--- config.mk ---
export PLATFORM = sky130hd
export DESIGN_NAME = btn_conditioner
export DESIGN_NICKNAME = d
export VERILOG_FILES = /design/src/rtl/btn_conditioner.sv
export SDC_FILE = /design/constraint.sdc
export NUM_CORES = 1
export LEC_CHECK = 0
export BUFFER_PORTS_ARGS = -buffer_cell sky130_fd_sc_hd__buf_2
export CAP_MARGIN = 20
export CORE_ASPECT_RATIO = 1.4
export CORE_MARGIN = 5
export CORE_UTILIZATION = 31
export DETAILED_ROUTE_END_ITERATION = 6
export GPL_TIMING_DRIVEN = 0
export PLACE_DENSITY = 0.55
export SYNTH_ARGS = -nofsm -noshare
export SYNTH_HDL_FRONTEND = slang
export SYNTH_SLANG_ARGS = --single-unit
--- constraint.sdc ---
create_clock -name clk -period 2.23 [get_ports clk]
set_input_delay 0.446 -clock clk [delete_from_list [all_inputs] [get_ports clk]]
set_output_delay 0.446 -clock clk [all_outputs]
set_load 0.05 [all_outputs]
--- src/rtl/btn_conditioner.sv ---
`default_nettype none
// ============================================================================
// Module   : btn_conditioner
// Purpose  : Conditions NUM_BTN raw push-buttons. Each channel has a 2-flop
//            synchroniser, a counter-based debouncer (DB_CYCLES stable
//            cycles), a registered clean level and registered one-cycle
//            press/release pulses.
// Ports    : clk          in   1        system clock
//            rst_n        in   1        asynchronous, active-low reset
//            btn_raw      in   NUM_BTN  asynchronous button pins, 1 = pressed
//            btn_level    out  NUM_BTN  debounced level, 1 = pressed
//            btn_press    out  NUM_BTN  1-cycle pulse on accepted press/repeat
//            btn_release  out  NUM_BTN  1-cycle pulse on accepted release
// Config   : BTN_AUTOREPEAT_EN - when defined, a held button emits a press
//            pulse after REPEAT_DELAY held cycles, then every REPEAT_PERIOD.
//            When undefined no repeat counter exists.
// Revision : 1.0 - initial release
// ============================================================================
module btn_conditioner #(
    parameter int NUM_BTN       = 5,
    parameter int DB_CYCLES     = 1_000_000,
    parameter int REPEAT_DELAY  = 50_000_000,
    parameter int REPEAT_PERIOD = 10_000_000
) (
    input  logic               clk,
    input  logic               rst_n,
    input  logic [NUM_BTN-1:0] btn_raw,
    output logic [NUM_BTN-1:0] btn_level,
    output logic [NUM_BTN-1:0] btn_press,
    output logic [NUM_BTN-1:0] btn_release
);

    // One counter width covers every terminal count so no counter can wrap.
    localparam int c_max_a = (DB_CYCLES > REPEAT_DELAY) ? DB_CYCLES : REPEAT_DELAY;
    localparam int c_max   = (c_max_a > REPEAT_PERIOD) ? c_max_a : REPEAT_PERIOD;
    localparam int c_cnt_w = $clog2(c_max) + 1;

    localparam logic [c_cnt_w-1:0] c_db_last = c_cnt_w'(DB_CYCLES - 1);
    localparam logic [c_cnt_w-1:0] c_one     = c_cnt_w'(1);
    localparam logic [c_cnt_w-1:0] c_zero    = '0;

    typedef enum logic [1:0] {
        IDLE         = 2'd0,
        PRESS_WAIT   = 2'd1,
        HELD         = 2'd2,
        RELEASE_WAIT = 2'd3
    } state_t;

    // Two-flop synchroniser shared by all channels; only r_s2 is used downstream.
    logic [NUM_BTN-1:0] r_s1;
    logic [NUM_BTN-1:0] r_s2;

    always_ff @(posedge clk or negedge rst_n) begin
        if (!rst_n) begin
            r_s1 <= '0;
            r_s2 <= '0;
        end else begin
            r_s1 <= btn_raw;
            r_s2 <= r_s1;
        end
    end

    for (genvar g = 0; g < NUM_BTN; g++) begin : g_ch
        state_t               r_state;
        state_t               w_state_next;
        logic [c_cnt_w-1:0]   r_cnt;
        logic [c_cnt_w-1:0]   w_cnt_next;
        logic                 r_level;
        logic                 w_level_next;
        logic                 r_press;
        logic                 w_press_next;
        logic                 r_release;
        logic                 w_release_next;
        logic                 w_s2;
`ifdef BTN_AUTOREPEAT_EN
        localparam logic [c_cnt_w-1:0] c_dly_last = c_cnt_w'(REPEAT_DELAY - 1);
        localparam logic [c_cnt_w-1:0] c_per_last = c_cnt_w'(REPEAT_PERIOD - 1);
        logic [c_cnt_w-1:0]   r_rpt;
        logic [c_cnt_w-1:0]   w_rpt_next;
        // 0: waiting for the first repeat, 1: periodic repeats
        logic                 r_phase;
        logic                 w_phase_next;
`endif

        assign w_s2 = r_s2[g];

        always_ff @(posedge clk or negedge rst_n) begin
            if (!rst_n) begin
                r_state   <= IDLE;
                r_cnt     <= c_zero;
                r_level   <= 1'b0;
                r_press   <= 1'b0;
                r_release <= 1'b0;
`ifdef BTN_AUTOREPEAT_EN
                r_rpt     <= c_zero;
                r_phase   <= 1'b0;
`endif
            end else begin
                r_state   <= w_state_next;
                r_cnt     <= w_cnt_next;
                r_level   <= w_level_next;
                r_press   <= w_press_next;
                r_release <= w_release_next;
`ifdef BTN_AUTOREPEAT_EN
                r_rpt     <= w_rpt_next;
                r_phase   <= w_phase_next;
`endif
            end
        end

        always_comb begin
            w_state_next   = r_state;
            w_cnt_next     = r_cnt;
            w_level_next   = r_level;
            w_press_next   = 1'b0;
            w_release_next = 1'b0;
`ifdef BTN_AUTOREPEAT_EN
            w_rpt_next     = r_rpt;
            w_phase_next   = r_phase;
`endif
            case (r_state)
                IDLE: begin
                    w_level_next = 1'b0;
                    if (w_s2) begin
                        w_state_next = PRESS_WAIT;
                        w_cnt_next   = c_zero;
                    end
                end
                PRESS_WAIT: begin
                    if (!w_s2) begin
                        // Bounce: abandon the attempt silently.
                        w_state_next = IDLE;
                    end else if (r_cnt == c_db_last) begin
                        w_state_next = HELD;
                        w_level_next = 1'b1;
                        w_press_next = 1'b1;
`ifdef BTN_AUTOREPEAT_EN
                        w_rpt_next   = c_zero;
`endif
                    end else begin
                        w_cnt_next = r_cnt + c_one;
                    end
                end
                HELD: begin
                    w_level_next = 1'b1;
                    if (!w_s2) begin
                        w_state_next = RELEASE_WAIT;
                        w_cnt_next   = c_zero;
                    end
`ifdef BTN_AUTOREPEAT_EN
                    else if (r_rpt == (r_phase ? c_per_last : c_dly_last)) begin
                        w_press_next = 1'b1;
                        w_rpt_next   = c_zero;
                        w_phase_next = 1'b1;
                    end else begin
                        w_rpt_next = r_rpt + c_one;
                    end
`endif
                end
                RELEASE_WAIT: begin
                    // Repeat state is left untouched here so a release glitch
                    // only pauses the auto-repeat timing.
                    if (w_s2) begin
                        w_state_next = HELD;
                    end else if (r_cnt == c_db_last) begin
                        w_state_next   = IDLE;
                        w_level_next   = 1'b0;
                        w_release_next = 1'b1;
`ifdef BTN_AUTOREPEAT_EN
                        w_phase_next   = 1'b0;
`endif
                    end else begin
                        w_cnt_next = r_cnt + c_one;
                    end
                end
                default: begin
                    w_state_next = IDLE;
                end
            endcase
        end

        assign btn_level[g]   = r_level;
        assign btn_press[g]   = r_press;
        assign btn_release[g] = r_release;
    end

endmodule
`default_nettype wire
==> results_dict.tcl, run 1 <==
set metrics [dict create \
    die_w_um 160 \
    drt-total-wl_mm 24.8 \
    power_density_nw_per_um2 979 \
    min_path_type "in -> async" \
    hold_viol 0 \
    hold_slack_ps 8.13 \
    p_seq_frac 0.300 \
    grt_pass1_vias 8206 \
    p_clk_frac 0.275 \
    ys_warn_count 0 \
    tightest_slew_ps 760 \
    drt_pass1_iterations 4 \
    viasPerCell 5.49 \
    overflow 0 \
    path_cells "ha_1 -> nand2_1 -> or4_4 -> o21ai_4 -> buf_6 -> nor4_2 -> or2_1" \
    hold_buffers 0 \
    violations "setup timing" \
    wire_per_inst_um 15.9 \
    p_int_mw 7.35 \
    critical_path.max_stage_delay_ps 640 \
    maxSlewViolCount 0 \
    gp_congestion 0.792 \
    fin_nets 1191 \
    grt_max_degree 89 \
    path_max_fanout 8 \
    period_share 1.03 \
    drt_drc_violations_left 0 \
    grt_pass1_wl_mm 40.5 \
    synthFlopType "dfrtp_1" \
    die-area_um2 35200 \
    fp-row-count 76 \
    fmax_ghz 0.437 \
    diodes 0 \
    p_total_mw 12.0 \
    setup_ws_ps -60.4 \
    io_pins 22 \
    slowest_stage "or4_4" \
    start_util 0.316 \
    portBuffers 21 \
    postPlaceCellArea_um2 10400 \
    crit_path_start_kind "flop" \
    ys_seq_area_frac 0.436 \
    drive_gt1_frac 0.252 \
    clk_pin_slew_worst_paths_ps 70 \
    min_period_ps 2290 \
    outcome "finished, violations left" \
    cp-end-kind "flop" \
    cts_sinks 170 \
    p_sw_frac 0.389 \
    cts_buffers 17 \
    crit_required_ps 2560 \
    multi_input_area_um2 5610 \
    track_usage 0.137 \
    final_cell_area_um2 12300 \
    synth_cell_types 84 \
    h-tree-depth 4 \
    slew_headroom 0.493 \
    coreArea_um2 30900 \
    fill_cells 3019 \
    synth_seq_cells 170 \
    leakagePower_nw 5.16 \
    syn2layout_area_growth_pct 25.9 \
    drt_iter0_drc 520 \
    worstPathArrival_ps 2620 \
    fin_tns_setup_ps -514 \
    finalSetupViolations 16 \
    clockBufferDepth 2 \
    synthArstFlopShare 1.00 \
    die_y_um 220 \
    final_cells 1562 \
    p_switching_mw 4.67 \
    cts_tree "done" \
    p_comb_frac 0.425 \
    synth-edff-count 0 \
    pre_cts_ws_ps -538 \
    syn_inst 1051 \
    grt_setup_unrepaired "yes" \
    drtAntennaViolNets 0 \
    path_class "reg -> reg" \
    irDropWorstVdd_mv 0.538 \
    seqCellArea_um2 4260 \
    maxCapViolCount 0 \
    fin_util 0.397 \
    clk_latency_ps 440 \
    antenna_found_initial 0 \
    syn_nets 1083 \
    vias 8570 \
    syn_avg_cell_area_um2 9.28 \
    dpl.cell_count 1463 \
    cts_root_buf "clkbuf_16" \
    dp_hpwl_mm 15.9 \
    synth_area_um2 9750 \
    fin_skew_ps 9.20 \
]
cells in the final DEF, fill, tap and decap left out, types with 9 or more instances in the layout:
| cell | n |
|---|---|
| mux2i_1 | 10 |
| nor2_1 | 62 |
| inv_1 | 35 |
| and4_1 | 11 |
| a21oi_1 | 41 |
| buf_4 | 69 |
| o21ai_1 | 12 |
| o21ai_2 | 9 |
| o21ai_0 | 35 |
| clkbuf_16 | 19 |
| o211ai_1 | 45 |
| buf_6 | 21 |
| ha_1 | 14 |
| o31ai_1 | 15 |
| xnor2_1 | 14 |
| nand3_1 | 61 |
| or4_1 | 40 |
| nand2_1 | 102 |
| and2_1 | 10 |
| buf_2 | 26 |
| xor2_1 | 11 |
| dfrtp_1 | 164 |
| or3_1 | 31 |
| clkbuf_1 | 9 |
| nor4_1 | 10 |
| and3_1 | 28 |
| nor3_1 | 12 |
| nand4_1 | 32 |
| clkbuf_2 | 10 |
cells in the mapped netlist (11+ instances only):
master,number,area (um^2)
inv_1,41,154
dfrtp_1,170,4250
or3_1,35,219
o211ai_1,45,338
nor4_1,19,119
a21oi_1,49,245
o21ai_0,54,270
nand4_1,32,200
nand3_1,62,310
clkbuf_1,23,86.3
xnor2_1,14,123
nand2_1,105,394
nor2_1,64,240
ha_1,25,313
or4_1,45,338
buf_4,19,143
and3_1,28,175
nor3_1,17,85.1
xor2_1,11,96.3
and4_1,11,96.3
o31ai_1,17,128
area by class of cell:
type                    count  share of cell area
multi-input cells         786               0.457
flip-flops and latches    170               0.347
repair buffers             90              0.0610
well taps                 390              0.0397
clock buffers              19              0.0361
plain buffers              53              0.0309
clock inverters            13              0.0163
inverters                  41              0.0125
what timing repair did:
action	CTS	global route
resized for setup	61	137
gates cloned	2	5
setup endpoints to repair	129	134
buffers inserted	26	37
pin swaps	15	55
power groups by stage:
stage | sequential, mW | clock, mW | combinational (mW)
5_1_grt | 3.65 | 3.53 | 5.59
3_3_place_gp | 3.64 | 0 | 3.87
6_report | 3.61 | 3.30 | 5.11
3_5_place_dp | 3.65 | 0 | 3.90
4_1_cts | 3.60 | 3.40 | 4.34
2_1_floorplan | 3.59 | 0 | 2.84
state kept, by name, summed over array words and instances, names as in the netlist, named ones only:
signal	flops
g_ch.r_cnt	135
g_ch.r_level	5
g_ch.r_press	5
g_ch.r_release	5
g_ch.r_state	5
r_s1	5
r_s2	5
cells by family after synthesis:
family          after synthesis  synth area share
compound gates              233             0.164
flops                       170             0.436
simple gates                485             0.278
fa+ha+maj                    25            0.0321
buf+inv                      97            0.0498
xor+xnor                     25            0.0225
mux                          16            0.0172
per-layer routing:
layer  global-route usage  wire (um)  up-vias
met4               0.0471        489        0
met5                    0          0        -
met3               0.0247        594       34
met1                0.166      10800     4233
met2                0.245      13000      111
li1                     -          -     4192
critical path: cells and delay by family, from the launching register on:
family | cells | cell delay [ps]
AO/OA/AOI/OAI | 1 | 290
adder cells (fa/ha/maj) | 1 | 240
buffers and inverters | 1 | 200
flip-flops | 1 | 410
AND/OR/NAND/NOR | 4 | 1040
path summary, 6_finish.rpt:
kind | startpoint | endpoint | slack [ps] | cells past startpoint
min in group clk | btn_raw[4] | r_s1[4] | 100 | 1
min reg2reg | r_s1[0] | r_s2[0] | 340 | 0
min | rst_n | g_ch[1].r_cnt[3] | 8 | 1
max reg2reg | g_ch[2].r_cnt[0] | g_ch[2].r_cnt[23] | -60 | 7
max | g_ch[2].r_cnt[0] | g_ch[2].r_cnt[23] | -60 | 7
max in group asynchronous | rst_n | g_ch[4].r_state[0] | 1330 | 2
Power figures use the tool's default switching activity.
==> inputs of run 2 (changes only) <==
Settings changed: CTS_CLUSTER_DIAMETER from default to 100, SETUP_SLACK_MARGIN from default to 0.05.
==> run 2 against run 1 <==
- the run still ends with setup timing left
- count of clock-buffer cells in the layout increased by 3
- first-iteration DRC count is 24% lower
- sequential power about the same
- sequential cell count stayed put
- via count is 0.88% higher
- die area stayed put
- design area grew 0.94%
- setup slack got worse by 33 ps
- core utilization up 0.37 points
- non-clock buffer count rose by 8
- largest cell class unchanged
==> results_dict.tcl, run 2 (synthesis gave the netlist of run 1 again) <==
set metrics [dict create \
    outcome "finished, violations left" \
    violations "setup timing" \
    maxCapViolCount 0 \
    die_y_um 220 \
    largest_register_ffs 135 \
    cp-end-kind "flop" \
    drive_gt1_frac 0.281 \
    rr_worst_depth 8 \
    dp_hpwl_mm 16.3 \
    antenna_found_initial 0 \
    gp_congestion 0.821 \
    fmax_ghz 0.430 \
    h-tree-depth 4 \
    cts_root_buf "clkbuf_16" \
    diodes 0 \
    min_from "btn_raw[2]" \
    mostFrequentLayoutCell "dfrtp_1" \
    drt_iter0_drc 394 \
    grt_pass1_wl_mm 42.1 \
    wl_met2_mm 13.5 \
    hold_viol 0 \
    io_pins 22 \
    pre_cts_ws_ps -409 \
    min_period_ps 2320 \
    clockBufferDepth 2 \
    setup_ws_ps -93.0 \
    die-area_um2 35200 \
    timing.rr.start "g_ch[2].r_cnt[22]" \
    holdPathEnd "r_s1[2]" \
    tightest_slew_ps 611 \
    cts_buffers 17 \
    rrSetupSlack_ps -90 \
    track_usage 0.143 \
    slew_headroom 0.593 \
    drt_pass1_iterations 4 \
    m1WireLength_mm 10.4 \
    fin_skew_ps 13.4 \
    cts_sinks 170 \
    grt_max_degree 106 \
    min_path_type "in -> reg" \
    fin_nets 1198 \
    finalSetupViolations 26 \
    vias 8645 \
    highest_layer "met4" \
    overflow 0 \
    path_max_fanout 6 \
    met3WireLength_um 501 \
    holdPathStages 1 \
    drt-total-wl_mm 25.2 \
    portBuffers 21 \
    syn2layout_area_growth_pct 27.1 \
    start_util 0.316 \
    drtAntennaViolNets 0 \
    clk_pin_slew_worst_paths_ps 70 \
    grt_setup_unrepaired "yes" \
    cts_tree "done" \
    top_register "g_ch.r_cnt" \
    die_w_um 160 \
    mostFrequentLayoutCells "162 x dfrtp_1, 103 x nand2_1, 80 x buf_4" \
    drt_drc_violations_left 0 \
    leakagePower_nw 5.14 \
    power_density_nw_per_um2 958 \
    path_class "reg -> reg" \
    irDropWorstVdd_mv 0.612 \
    grt_pass1_vias 8750 \
    clk_latency_ps 450 \
    fp-row-count 76 \
    regToRegEndpoint "g_ch[2].r_cnt[17]" \
    coreArea_um2 30900 \
    p_total_mw 11.9 \
    crit_required_ps 2610 \
    wire_per_inst_um 16.1 \
    maxSlewViolCount 0 \
    worstPathArrival_ps 2700 \
    viasPerCell 5.51 \
    crit_path_start_kind "flop" \
    period_share 1.04 \
]
## run 2: worst max-delay path by stage
stage / start / end / slack, ps
final: g_ch[2].r_cnt[22] / g_ch[2].r_cnt[17] / -90
after global routing: g_ch[2].r_cnt[22] / g_ch[2].r_cnt[20] / -140
after CTS: g_ch[2].r_cnt[22] / g_ch[2].r_cnt[0] / -40
after detailed placement: g_ch[0].r_cnt[0] / g_ch[0].r_cnt[5] / -410
after global placement: rst_n / r_s1[0] / -2280
after floorplan: g_ch[2].r_state[0] / g_ch[2].r_cnt[6] / 6
## run 2: final cells by class
cell class / instances / area [um^2]
fill: 2992 / 18500
sequential: 170 / 4260
buffer: 52 / 394
clock buffer: 22 / 484
clock inverter: 10 / 104
timing repair buffer: 99 / 802
tap: 390 / 488
multi-input combinational: 785 / 5710
inverter: 41 / 156
## run 2: metal layers
metal / vias to the layer above / global-route usage
met5: - / 0
met4: 0 / 0.0700
met3: 58 / 0.0241
met2: 114 / 0.267
met1: 4277 / 0.157
li1: 4196 / -
## run 2: critical path: stages, from the launching register on
cell	delay (ps)
dfrtp_1	390
or4_4	560
or4_4	460
buf_8	160
o21ai_4	200
buf_6	180
clkbuf_16	160
o211ai_1	90
nand2_1	70
## run 2: power by group
group          switching, mW  internal (mW)  total [mW]
Sequential             0.282           3.35        3.64
Clock                   1.33           1.68        3.00
Combinational           3.11           2.13        5.24
Total                   4.71           7.16        11.9
## run 2: repair_timing
action                                  4_1_cts  5_1_grt
hold endpoints to repair                     65        0
hold buffers                                  1        0
setup buffers                                43       26
pin swaps                                    40       60
cloned                                        3        5
endpoints found under the setup margin      140      128
resized for setup                           117      109
## run 2: through the flow
stage | setup TNS, ps | hold slack, ps | utilization | cells | cell area (um^2)
floorplan | 0 | 150 | - | 1051 | 9760
global placement | -408890 | 334 | 0.335 | 1462 | 10400
detailed placement | -26790 | 336 | 0.336 | 1463 | 10400
CTS | -149 | 68.4 | 0.380 | 1541 | 11800
global route | -3330 | 83.1 | 0.401 | 1569 | 12400
finish | -1160 | 103 | 0.401 | 1569 | 12400
==> inputs of run 3 (changes only) <==
Settings changed: CORE_UTILIZATION 31 to 43, CTS_CLUSTER_SIZE from default to 25, PLACE_DENSITY 0.55 to 0.69, TNS_END_PERCENT from default to 30.
==> run 3 against run 2 <==
- the run still ends with setup timing left
- critical endpoint is now g_ch[2].r_cnt[13]
- core utilization grew 13 points
- count of clock-buffer cells in the layout shrank 2
- critical path type unchanged
- sequential cell count is the same
- fmax grew 0.58%
- clock skew shrank 2.8 ps
- sequential power is essentially flat
==> results_dict.tcl, run 3 (synthesis gave the netlist of run 1 again) <==
set metrics [dict create \
    maxSlewViolCount 0 \
    power_density_nw_per_um2 959 \
    antenna_found_initial 0 \
    leakagePower_nw 5.02 \
    mostFrequentLayoutCells "162 x dfrtp_1, 101 x nand2_1, 62 x nand3_1" \
    wire_per_inst_um 16.5 \
    fin_nets 1176 \
    fill_cells 2021 \
    hold_buffers 0 \
    h-tree-depth 4 \
    drt-total-wl_mm 24.1 \
    path_class "reg -> reg" \
    grt_setup_unrepaired "yes" \
    clk_pin_slew_worst_paths_ps 70 \
    fin_tns_setup_ps -251 \
    final_cells 1458 \
    io_pins 22 \
    fin_util 0.530 \
    cp_num_cells 7 \
    largest_register_ffs 135 \
    drive_gt1_frac 0.246 \
    hold_slack_ps 14.7 \
    seqCellArea_um2 4260 \
    cts_sinks 170 \
    crit_path_start_kind "flop" \
    cts_root_buf "clkbuf_16" \
    mostFrequentLayoutCell "dfrtp_1" \
    coreArea_um2 22400 \
    cts_tree "done" \
    postPlaceCellArea_um2 10300 \
    rr_worst_depth 7 \
    track_usage 0.185 \
    cp-end-kind "flop" \
    die_w_um 137 \
    fmax_ghz 0.433 \
    portBuffers 21 \
    clk_latency_ps 430 \
    clockBufferDepth 2 \
    violations "setup timing" \
    fp-row-count 65 \
    maxCapViolCount 0 \
    grt_pass1_wl_mm 39.7 \
    p_total_mw 11.4 \
    diodes 0 \
    overflow 0 \
    start_util 0.435 \
    drtAntennaViolNets 0 \
    setup_ws_ps -79.5 \
    tightest_slew_ps 656 \
    min_path_type "in -> async" \
    fin_skew_ps 10.6 \
    finalSetupViolations 11 \
    top_register "g_ch.r_cnt" \
    outcome "finished, violations left" \
    multi_input_area_um2 5530 \
    vias 8668 \
    period_share 1.04 \
    grt_max_degree 90 \
    cts_buffers 17 \
    path_max_fanout 7 \
    dpl.cell_count 1374 \
    min_period_ps 2310 \
    pre_cts_ws_ps -382 \
    slowest_stage "dfrtp_2" \
    viasPerCell 5.95 \
    crit_required_ps 2590 \
    gp_congestion 0.830 \
    drt_iter0_drc 701 \
    syn2layout_area_growth_pct 21.9 \
    worstPathArrival_ps 2670 \
    grt_pass1_vias 8292 \
    die_y_um 188 \
    critical_path.max_stage_delay_ps 460 \
    irDropWorstVdd_mv 0.687 \
    drt_drc_violations_left 0 \
    dp_hpwl_mm 15.4 \
    drt_pass1_iterations 5 \
    final_cell_area_um2 11900 \
    slew_headroom 0.563 \
    hold_viol 0 \
    worst-path-buf-inv 1 \
    die-area_um2 25800 \
    cp_top_family "simple AND/OR/NAND/NOR gates" \
    path_cells "ha_2 -> or3b_4 -> a2111oi_4 -> o21ai_2 -> buf_6 -> or4_4 -> nand2_2" \
]
-- run 3: cell type report --
class | instances | share of cell area
flip-flops and latches | 170 | 0.359
plain buffers | 56 | 0.0356
multi-input cells | 784 | 0.465
well taps | 301 | 0.0317
clock inverters | 12 | 0.00758
repair buffers | 74 | 0.0496
inverters | 41 | 0.0132
clock buffers | 20 | 0.0384
-- run 3: worst paths after layout --
path / endpoint / startpoint / slack [ps]
min: g_ch[2].r_cnt[3] / rst_n / 10
max: g_ch[2].r_cnt[13] / g_ch[2].r_state[0] / -80
max reg2reg: g_ch[2].r_cnt[13] / g_ch[2].r_state[0] / -80
max in group asynchronous: g_ch[3].r_state[0] / rst_n / 1330
min reg2reg: r_s2[1] / r_s1[1] / 350
min in group clk: r_s1[3] / btn_raw[3] / 120
-- run 3: layer usage --
| metal | up-vias | GRT usage | share of wire |
|---|---|---|---|
| met5 | - | 0 | 0 |
| met4 | 0 | 0.0584 | 0.018 |
| met3 | 35 | 0.0326 | 0.035 |
| met2 | 213 | 0.323 | 0.53 |
| li1 | 4131 | - | - |
| met1 | 4289 | 0.229 | 0.42 |
-- run 3: power breakdown --
part	leakage, nW	total [mW]	switching [mW]	internal, mW
Combinational	2.46	5.01	3.02	1.99
Sequential	2.30	3.62	0.262	3.35
Clock	0.264	2.78	1.28	1.50
-- run 3: what timing repair did --
item,in CTS,in global routing
buffers inserted,24,22
endpoints found under the hold margin,0,0
cloned,1,5
endpoints found under the setup margin,136,134
pin swaps,53,40
gates resized for setup,110,84
